`config.mk`:
```
export PLATFORM = sky130hd
export DESIGN_NAME = read_response_handler
export DESIGN_NICKNAME = d
export VERILOG_FILES = /design/src/rtl/read_response_handler.sv
export SDC_FILE = /design/constraint.sdc
export NUM_CORES = 1
export LEC_CHECK = 0
export CORE_AREA = 3 3 302 304
export DETAILED_ROUTE_END_ITERATION = 7
export DIE_AREA = 0 0 305 307
export PLACE_DENSITY = 0.52
export REMOVE_ABC_BUFFERS = 1
export SLEW_MARGIN = 20
export SYNTH_ARGS = -nofsm -noshare
export SYNTH_HDL_FRONTEND = slang
export SYNTH_SLANG_ARGS = --single-unit
```
`constraint.sdc`:
```
create_clock -name clk -period 5.6 [get_ports clk]
set_input_delay 0.84 -clock clk [delete_from_list [all_inputs] [get_ports clk]]
set_output_delay 0.84 -clock clk [all_outputs]
set_load 0.1 [all_outputs]
```
`src/rtl/read_response_handler.sv`:
```
// -----------------------------------------------------------------------------
// read_response_handler
//
// Consumes channel-0 read responses coming back from the memory port and closes
// the loop opened by the read engine:
//   * control-tagged lines are decoded into a command/acknowledge stream
//   * run-tagged lines are counted and checksummed until the run's expected
//     line count has arrived
//   * anything unexpected is tallied in saturating error counters
//
// Ports
//   clk, rst_n          single clock, asynchronous active-low reset
//   afu_state           current AFU state (RUN/CTRL keep the handler alive)
//   rsp_valid           read response valid, at most one per cycle
//   rsp_mdata           response tag
//   rsp_data            512-bit response cache line
//   ctrl_resp_*         command stream: valid, ack, code, rd_addr, num_cls
//   run_complete        one-cycle pulse when the last expected run line lands
//   run_active          high while a run is in progress
//   run_lines           run lines accepted in the current run
//   run_checksum        mod 2^64 sum of the selected 64-bit word of each line
//   stray_cnt           run lines received outside a run (saturating)
//   bad_tag_cnt         responses carrying an unknown tag (saturating)
// -----------------------------------------------------------------------------
module read_response_handler #(
   parameter int                     CHECKSUM_WORD     = 0,
   parameter int                     INCLUSIVE_RANGE   = 1,
   parameter int                     MDATA_W           = 16,
   parameter int                     ADDR_W            = 42,
   parameter int                     AFU_STATE_W       = 3,
   parameter logic [MDATA_W-1:0]     READ_CTRL_MDATA   = 16'h00C1,
   parameter logic [MDATA_W-1:0]     READ_RUN_MDATA    = 16'h00A5,
   parameter logic [31:0]            CONTROL_START_RUN = 32'd1,
   parameter logic [AFU_STATE_W-1:0] AFU_CTRL          = 3'd1,
   parameter logic [AFU_STATE_W-1:0] AFU_RUN           = 3'd2
) (
   input  logic                   clk,
   input  logic                   rst_n,
   input  logic [AFU_STATE_W-1:0] afu_state,
   input  logic                   rsp_valid,
   input  logic [MDATA_W-1:0]     rsp_mdata,
   input  logic [511:0]           rsp_data,
   output logic                   ctrl_resp_valid,
   output logic                   ctrl_resp_ack,
   output logic [31:0]            ctrl_resp_code,
   output logic [ADDR_W-1:0]      ctrl_resp_rd_addr,
   output logic [31:0]            ctrl_resp_num_cls,
   output logic                   run_complete,
   output logic                   run_active,
   output logic [31:0]            run_lines,
   output logic [63:0]            run_checksum,
   output logic [15:0]            stray_cnt,
   output logic [15:0]            bad_tag_cnt
);

   localparam logic [1:0] ST_IDLE = 2'd0;
   localparam logic [1:0] ST_RUN  = 2'd1;
   localparam logic [1:0] ST_DONE = 2'd2;

   localparam logic [2:0]  CK_IDX  = 3'(CHECKSUM_WORD);
   localparam logic [31:0] RANGE_ADJ = 32'(INCLUSIVE_RANGE);

   // Split the line into its eight 64-bit words for checksum selection.
   logic [63:0] words [8];
   genvar gi;
   generate
      for (gi = 0; gi < 8; gi++) begin : g_word
         assign words[gi] = rsp_data[gi*64 +: 64];
      end
   endgenerate

   // Control line fields.
   logic [31:0]       line_code;
   logic [31:0]       line_num;
   logic [ADDR_W-1:0] line_addr;
   logic [31:0]       line_seq;
   assign line_code = rsp_data[31:0];
   assign line_num  = rsp_data[63:32];
   assign line_addr = rsp_data[64 +: ADDR_W];
   assign line_seq  = rsp_data[159:128];

   // Most of the line is payload this block never looks at.
   logic unused_bits;
   assign unused_bits = ^rsp_data;

   logic [1:0]        state_reg, state_next;
   logic [31:0]       last_seq_reg, last_seq_next;
   logic [31:0]       expected_reg, expected_next;
   logic              valid_reg, valid_next;
   logic              ack_reg, ack_next;
   logic [31:0]       code_reg, code_next;
   logic [ADDR_W-1:0] addr_reg, addr_next;
   logic [31:0]       num_reg, num_next;
   logic              complete_reg, complete_next;
   logic [31:0]       lines_reg, lines_next;
   logic [63:0]       sum_reg, sum_next;
   logic [15:0]       stray_reg, stray_next;
   logic [15:0]       bad_reg, bad_next;

   logic is_ctrl, is_run, is_bad, accept, start, afu_ok;
   logic [31:0] lines_inc;

   assign is_ctrl   = rsp_valid && (rsp_mdata == READ_CTRL_MDATA);
   assign is_run    = rsp_valid && (rsp_mdata == READ_RUN_MDATA);
   assign is_bad    = rsp_valid && !is_ctrl && !is_run;
   // A repeated seq or a zero code is a stale poll result: ack only.
   assign accept    = is_ctrl && (line_seq != last_seq_reg) && (line_code != 32'd0);
   assign afu_ok    = (afu_state == AFU_RUN) || (afu_state == AFU_CTRL);
   assign start     = accept && (line_code == CONTROL_START_RUN) && afu_ok;
   assign lines_inc = lines_reg + 32'd1;

   always_comb begin
      state_next    = state_reg;
      last_seq_next = last_seq_reg;
      expected_next = expected_reg;
      valid_next    = accept;
      ack_next      = is_ctrl;
      code_next     = code_reg;
      addr_next     = addr_reg;
      num_next      = num_reg;
      complete_next = 1'b0;
      lines_next    = lines_reg;
      sum_next      = sum_reg;
      stray_next    = stray_reg;
      bad_next      = bad_reg;

      if (accept) begin
         code_next     = line_code;
         addr_next     = line_addr;
         num_next      = line_num;
         last_seq_next = line_seq;
      end

      if (is_bad && bad_reg != 16'hFFFF)
         bad_next = bad_reg + 16'd1;

      case (state_reg)
         ST_RUN: begin
            if (expected_reg == 32'd0) begin
               // Expected count wrapped to zero: finish straight away; any
               // run line landing now is already excess.
               state_next    = ST_DONE;
               complete_next = 1'b1;
               if (is_run && stray_reg != 16'hFFFF)
                  stray_next = stray_reg + 16'd1;
            end else if (is_run) begin
               lines_next = lines_inc;
               sum_next   = sum_reg + words[CK_IDX];
               if (lines_inc == expected_reg) begin
                  state_next    = ST_DONE;
                  complete_next = 1'b1;
               end
            end
         end
         default: begin
            if (is_run && stray_reg != 16'hFFFF)
               stray_next = stray_reg + 16'd1;
         end
      endcase

      // A start accepted in any state (re)opens the run from scratch.
      if (start) begin
         state_next    = ST_RUN;
         lines_next    = 32'd0;
         sum_next      = 64'd0;
         expected_next = line_num + RANGE_ADJ;
      end

      // Leaving the AFU run/control states abandons the run; counters hold.
      if (!afu_ok) begin
         state_next    = ST_IDLE;
         complete_next = 1'b0;
      end
   end

   always_ff @(posedge clk or negedge rst_n) begin
      if (!rst_n) begin
         state_reg    <= ST_IDLE;
         last_seq_reg <= '0;
         expected_reg <= '0;
         valid_reg    <= 1'b0;
         ack_reg      <= 1'b0;
         code_reg     <= '0;
         addr_reg     <= '0;
         num_reg      <= '0;
         complete_reg <= 1'b0;
         lines_reg    <= '0;
         sum_reg      <= '0;
         stray_reg    <= '0;
         bad_reg      <= '0;
      end else begin
         state_reg    <= state_next;
         last_seq_reg <= last_seq_next;
         expected_reg <= expected_next;
         valid_reg    <= valid_next;
         ack_reg      <= ack_next;
         code_reg     <= code_next;
         addr_reg     <= addr_next;
         num_reg      <= num_next;
         complete_reg <= complete_next;
         lines_reg    <= lines_next;
         sum_reg      <= sum_next;
         stray_reg    <= stray_next;
         bad_reg      <= bad_next;
      end
   end

   assign ctrl_resp_valid   = valid_reg;
   assign ctrl_resp_ack     = ack_reg;
   assign ctrl_resp_code    = code_reg;
   assign ctrl_resp_rd_addr = addr_reg;
   assign ctrl_resp_num_cls = num_reg;
   assign run_complete      = complete_reg;
   assign run_active        = (state_reg == ST_RUN);
   assign run_lines         = lines_reg;
   assign run_checksum      = sum_reg;
   assign stray_cnt         = stray_reg;
   assign bad_tag_cnt       = bad_reg;

endmodule

```
==> results of run 1 <==
[placed cells by master, fill, tap and decap left out, types with 9 or more instances in the layout]
cell,n
o21bai_1,11
mux2_2,143
nor3_1,21
and3_1,16
clkbuf_8,12
nor2b_1,9
buf_4,30
clkdlybuf4s50_1,387
and4_1,10
and2_1,16
nor4_1,25
o211ai_1,14
nor2_1,113
o31ai_1,19
o21a_1,11
ha_1,67
inv_1,39
dfrtp_1,303
a21oi_1,126
or3_1,10
nand2_1,157
a21o_1,42
nand3_1,55
xor2_1,58
nand4_1,47
o21ai_0,148
clkbuf_16,42
xnor2_1,144
[kinds of logic after synthesis]
logic type / count (synthesis)
AO/OA/AOI/OAI: 429
XOR/XNOR: 202
adder cells (fa/ha/maj): 68
buffers and inverters: 116
flip-flops: 303
multiplexers: 147
AND/OR/NAND/NOR: 505
[final cells by class]
class / instances / area (µm²)
diodes: 2 / 5.00
well taps: 1165 / 1460
fillers: 9298 / 64200
inverters: 39 / 146
flip-flops and latches: 303 / 7580
clock inverters: 15 / 272
clock buffers: 57 / 1230
multi-input cells: 1351 / 9390
repair buffers: 423 / 4210
[per-stage QoR]
step / utilization / setup WS, ps
2_1_floorplan: - / -257
3_5_place_dp: 0.257 / 881
6_report: 0.274 / 1390
3_3_place_gp: 0.257 / 864
5_1_grt: 0.274 / 1320
4_1_cts: 0.274 / 1510
[how the worst max path moves through the flow]
stage                               to  cells after the start    startpoint  slack (ps)
global placement      run_checksum[61]                     12  rsp_data[14]         860
finish                run_checksum[61]                     13   rsp_data[8]        1390
detailed placement    run_checksum[61]                     13   rsp_data[8]         880
global route          run_checksum[61]                     13   rsp_data[8]        1320
floorplan           ctrl_resp_code[10]                      7  rsp_mdata[1]        -260
CTS                   run_checksum[61]                     12  rsp_data[14]        1510
[power by group]
group	switching (mW)	internal, mW	total [mW]
Sequential	0.0313	2.22	2.25
Combinational	0.425	0.226	0.651
Clock	1.09	1.85	2.94
[worst register-to-register path: cells and delay by family (launching register included)]
family	cells	cell delay, ps
adder cells (fa/ha/maj)	1	300
XOR/XNOR	1	320
AND/OR/NAND/NOR	5	1720
flip-flops	1	480
AO/OA/AOI/OAI	4	940
[metal layers]
metal  up-vias  share of wire  global-route usage
met5         -              0                   0
met1      7230           0.47               0.184
met4         0          0.024              0.0373
met3        71          0.063              0.0369
met2       344           0.45               0.208
li1       7170              -                   -
==> reports/metrics.cfg, run 1 <==
[synthesis]
synth.most_common_cell = dfrtp_1
synth_edf_count = 0
ys_types = 66
synthFlopType = dfrtp_1
muxShareOfSynthArea = 0.0949
synth.top_cell.area_share = 0.436
yosys-top-cells-count = 303 x dfrtp_1, 157 x nand2_1, 148 x o21ai_0
synth.area.top_cells = dfrtp_1 44%, mux2_2 9.3%, xnor2_1 7.3%, ha_1 4.8%, o21ai_0 4.3%
synthAdderAreaFrac = 0.0493
synth_area_leader_cell = dfrtp_1
synth_xor_area_frac = 0.102
async_reset_ff_frac = 1.00
yosysWarnings = 0
ys_seq_area_frac = 0.436
synth_compound_area_frac = 0.149
ys_ff_latch = 303
yosys.area_share.simple = 0.143
synth_area_um2 = 17400
synth_top_family_by_area = compound AO/OA/AOI/OAI gates
synthCells = 1770
avgSynthCellArea_um2 = 9.83

[cells_and_area]
drive_gt1_frac = 0.121
area_growth_pct = 39.7
fin_nets = 2761
fin_area_um2 = 24300
final_cells = 3355
largest_register_ffs = 64

[worst_setup_path]
cp_top_family = compound AO/OA/AOI/OAI gates
cp_data_required_time_ps = 6030
reg2reg_depth = 11
cp_slowest_cell = a221oi_1
cp_max_fo = 5
rrSetupSlack_ps = 1720
cpPeakStageDelay_ps = 590
r2r-end = state_reg[0]
crit_type = in2reg
r2r_start = run_lines[0]
cp.arrival_ps = 4640
critPathLaunchType = input port
cp-end-kind = flop
cp_cell_sequence = clkdlybuf4s50_1 > ha_1 > a21oi_1 > o21ai_0 > a221oi_1 > a2111oi_2 > buf_4 > o2111ai_1 > a21o_1 > o211ai_1 > a221oi_1 > xor2_1 > o21ai_0
path_buf_inv = 2

[sta]
worst_pin_slew_ps = 1170
finalSetupViolations = 0
fin_skew_ps = 31.1
fmax_mhz = 237
fin_hold_ws_ps = 308
slew_headroom = 0.217
fin_tns_setup_ps = 0
min_period_over_period = 0.752
period_needed_ps = 4210
finalHoldViolCount = 0
rsz0062_at_grt = no
drv_slew = 0

[routing]
wl_per_cell_um = 19.4
firstDrtPassIters = 5
vias = 14800
postRouteAntennaNets = 0
first_iter_violations = 779
drc = 0
drt-total-wl_um = 65000
via_per_inst = 4.42

[floorplan]
fp.coreArea_um2 = 88500
ios = 772
start_util = 0.197
die_x_um = 305
die_y_um = 307
row_count = 109
die_area_um2 = 93600

[clocking]
clock-root-buffer = clkbuf_16
cts_sinks = 303
holdBufCountCts = 0
clock_latency_ps = 580
cts_resized = 0
post_cts_buffers = 0
htree_levels = 2
cts_tree = yes
cts_buffers = 41
clockBufferDepth = 3
clk_pin_slew_worst_paths_ps = 60

[min_path]
hp-class = in2async

[placed_design]
placed_cell_area_um2 = 22800
detailed_place_hpwl_um = 49600
globalplace.congestion = 0.816
dp.cells = 3281
port_buffers = 397

[global_route]
grt_max_degree = 111
grt_usage = 0.135
grt_pass1_vias = 14500
grt_overflow = 0
antenna_found_initial = 3
grt_pass1_wl_um = 95900

[pwr]
irDropWorstVdd_mv = 0.168
power_mw = 5.84
p_leak_nw = 10.5
powerDensity_nw_per_um2 = 240

[status]
outcome = completed

[job]
drv_cap = 0

Power figures use the tool's default switching activity.
==> run 2, diff against run 1 <==
--- a/config.mk
+++ b/config.mk
@@ -5,10 +5,10 @@
 export SDC_FILE = /design/constraint.sdc
 export NUM_CORES = 1
 export LEC_CHECK = 0
-export CORE_AREA = 3 3 302 304
+export CORE_AREA = 3 3 297 299
 export DETAILED_ROUTE_END_ITERATION = 7
-export DIE_AREA = 0 0 305 307
-export PLACE_DENSITY = 0.52
+export DIE_AREA = 0 0 300 302
+export PLACE_DENSITY = 0.54
 export REMOVE_ABC_BUFFERS = 1
 export SLEW_MARGIN = 20
 export SYNTH_ARGS = -nofsm -noshare
==> constraint.sdc (replaced) <==
create_clock -name clk -period 3.5 [get_ports clk]
set_input_delay 0.525 -clock clk [delete_from_list [all_inputs] [get_ports clk]]
set_output_delay 0.525 -clock clk [all_outputs]
set_load 0.1 [all_outputs]
==> run 2 against run 1 <==
Flip-flop and latch count unchanged. Final cell count increased by 7.2%. Sequential share of layout area decreased by 2.3 points. Register-to-register slack got worse by 1600 ps. Sequential power is 60% higher. Hold slack gained 79 ps. Total power is 55% higher. Routed wire length increased by 4.7%. Critical path type unchanged. Largest cell class unchanged.
==> reports/metrics.cfg, run 2 (same netlist as run 1, synthesis figures left out) <==
[status]
outcome = completed

[clocking]
cts_buffers = 42  ; +2.4%
cts_sinks = 303  ; unchanged
clockBufferDepth = 3  ; unchanged
clk_pin_slew_worst_paths_ps = 60  ; about the same
cts_tree = yes
clock_latency_ps = 570  ; about the same
clock-root-buffer = clkbuf_16
htree_levels = 2  ; unchanged

[cells_and_area]
drive_gt1_frac = 0.241  ; +0.120
largest_register_ffs = 64  ; unchanged
final_common_cell = buf_4
layout_common_cells = 339 x buf_4, 328 x clkdlybuf4s50_1, 303 x dfrtp_1
final_cells = 3598  ; +7.2%
final_core_util = 0.307  ; +0.0322
area_growth_pct = 50.6
fin_nets = 3026  ; +9.6%

[sta]
finalHoldViolCount = 0  ; unchanged
worst_pin_slew_ps = 1050  ; -117 ps
period_needed_ps = 3370
fin_skew_ps = 23.2  ; -7.96 ps
drv_slew = 0  ; unchanged
fmax_mhz = 296
fin_tns_setup_ps = 0  ; unchanged
slew_headroom = 0.295  ; +0.0782
timing.final.ws_setup_ps = 127  ; -1260 ps
finalSetupViolations = 0  ; unchanged
fin_hold_ws_ps = 387  ; +78.9 ps
min_period_over_period = 0.964

[floorplan]
start_util = 0.204  ; +0.00712
ios = 772  ; unchanged
die_x_um = 300  ; -1.6%
fp.coreArea_um2 = 85400  ; -3.5%
die_area_um2 = 90600  ; -3.2%
row_count = 107  ; -1.8%
die_y_um = 302  ; -1.6%

[global_route]
grt_pass1_wl_um = 101000  ; +5.1%
grt_max_degree = 110  ; -0.90%
grt_overflow = 0  ; unchanged
antenna_found_initial = 5  ; +2
grt_usage = 0.146  ; +0.0110
grt_pass1_vias = 16200  ; +12%

[job]
drv_cap = 0  ; unchanged

[placed_design]
post-place-ws_ps = -648  ; -1530 ps
dp.cells = 3523  ; +7.4%
globalplace.congestion = 0.897  ; +9.8%
detailed_place_hpwl_um = 54100  ; +9.1%
port_buffers = 397  ; unchanged

[routing]
first_iter_violations = 780  ; +0.13%
via_per_inst = 4.42  ; about the same
firstDrtPassIters = 5  ; unchanged
wl_per_cell_um = 18.9  ; -2.4%
vias = 15900  ; +7.3%
drt-total-wl_um = 68000  ; +4.7%
postRouteAntennaNets = 0  ; unchanged
drc = 0  ; unchanged

[pwr]
irDropWorstVdd_mv = 0.492  ; +190%
p_leak_nw = 11.9  ; +13%
powerDensity_nw_per_um2 = 346  ; +44%

[worst_setup_path]
r2r_start = run_checksum[11]
cp.arrival_ps = 3860  ; -780 ps
rrSetupSlack_ps = 130  ; -1590 ps
cp-end-kind = flop
crit_start = rsp_data[2]
endpoint = run_checksum[57]
cp_max_fo = 4  ; -1
r2r-end = run_checksum[57]
cp_data_required_time_ps = 3980  ; -2050 ps
critPathLaunchType = input port
crit_type = in2reg
reg2reg_depth = 12  ; +1

[min_path]
hp-class = in2reg

run 2: metal layers:
layer  vias up  track usage  part of all wire
met2       389        0.222              0.44
met3        92       0.0416             0.069
met5         -            0           0.00019
met1      7730        0.195              0.46
met4         2       0.0555             0.038
li1       7689            -                 -
run 2: worst min-delay path by stage:
stage,start,endpoint,cells after the start
3_3_place_gp,stray_cnt[4],stray_cnt[4],1
2_1_floorplan,rst_n,bad_tag_cnt[0],0
6_report,rsp_data[1],ctrl_resp_code[1],2
3_5_place_dp,stray_cnt[4],stray_cnt[4],1
4_1_cts,stray_cnt[4],stray_cnt[4],1
5_1_grt,rsp_data[1],ctrl_resp_code[1],2
run 2: layout make-up:
type	count	area, µm²
antenna	1	2.50
tap	1144	1430
fill	9008	59200
timing repair buffer	687	6200
inverter	39	146
multi-input combinational	1351	9480
clock inverter	16	194
clock buffer	57	1170
sequential	303	7580
run 2: critical path: stages:
cell,delay (ps)
clkdlybuf4s50_1,500
ha_4,330
o21ai_0,110
o21a_1,220
or3_1,440
a2111oi_2,320
buf_4,210
o2111ai_2,220
a21o_1,240
o211ai_1,210
a41oi_2,210
xor2_1,170
o21ai_0,140
run 2: timing repair:
action / 4_1_cts / 5_1_grt
setup buffers: 0 / 0
gates resized for setup: 2 / 15
pin swaps: 0 / 2
endpoints found under the setup margin: 3 / 16
endpoints found under the hold margin: 3 / 0
hold buffers: 1 / 0
run 2: stage by stage:
stage	cell area (µm²)	power, mW
2_1_floorplan	17100	4.19
3_3_place_gp	24700	4.82
3_5_place_dp	24700	4.82
4_1_cts	26100	9.27
5_1_grt	26200	9.46
6_report	26200	9.07
run 2: where the power goes:
group / switching, mW / internal [mW]
Clock: 1.74 / 2.58
Sequential: 0.0506 / 3.55
Combinational: 0.704 / 0.454
Total: 2.50 / 6.58
==> run 3, diff against run 2 <==
--- a/config.mk
+++ b/config.mk
@@ -5,9 +5,11 @@
 export SDC_FILE = /design/constraint.sdc
 export NUM_CORES = 1
 export LEC_CHECK = 0
+export CAP_MARGIN = 20
 export CORE_AREA = 3 3 297 299
 export DETAILED_ROUTE_END_ITERATION = 7
 export DIE_AREA = 0 0 300 302
+export HOLD_SLACK_MARGIN = 0.06
 export PLACE_DENSITY = 0.54
 export REMOVE_ABC_BUFFERS = 1
 export SLEW_MARGIN = 20
==> results of run 3 <==
The final DEF is identical to that of run 2; final timing and power are the same.
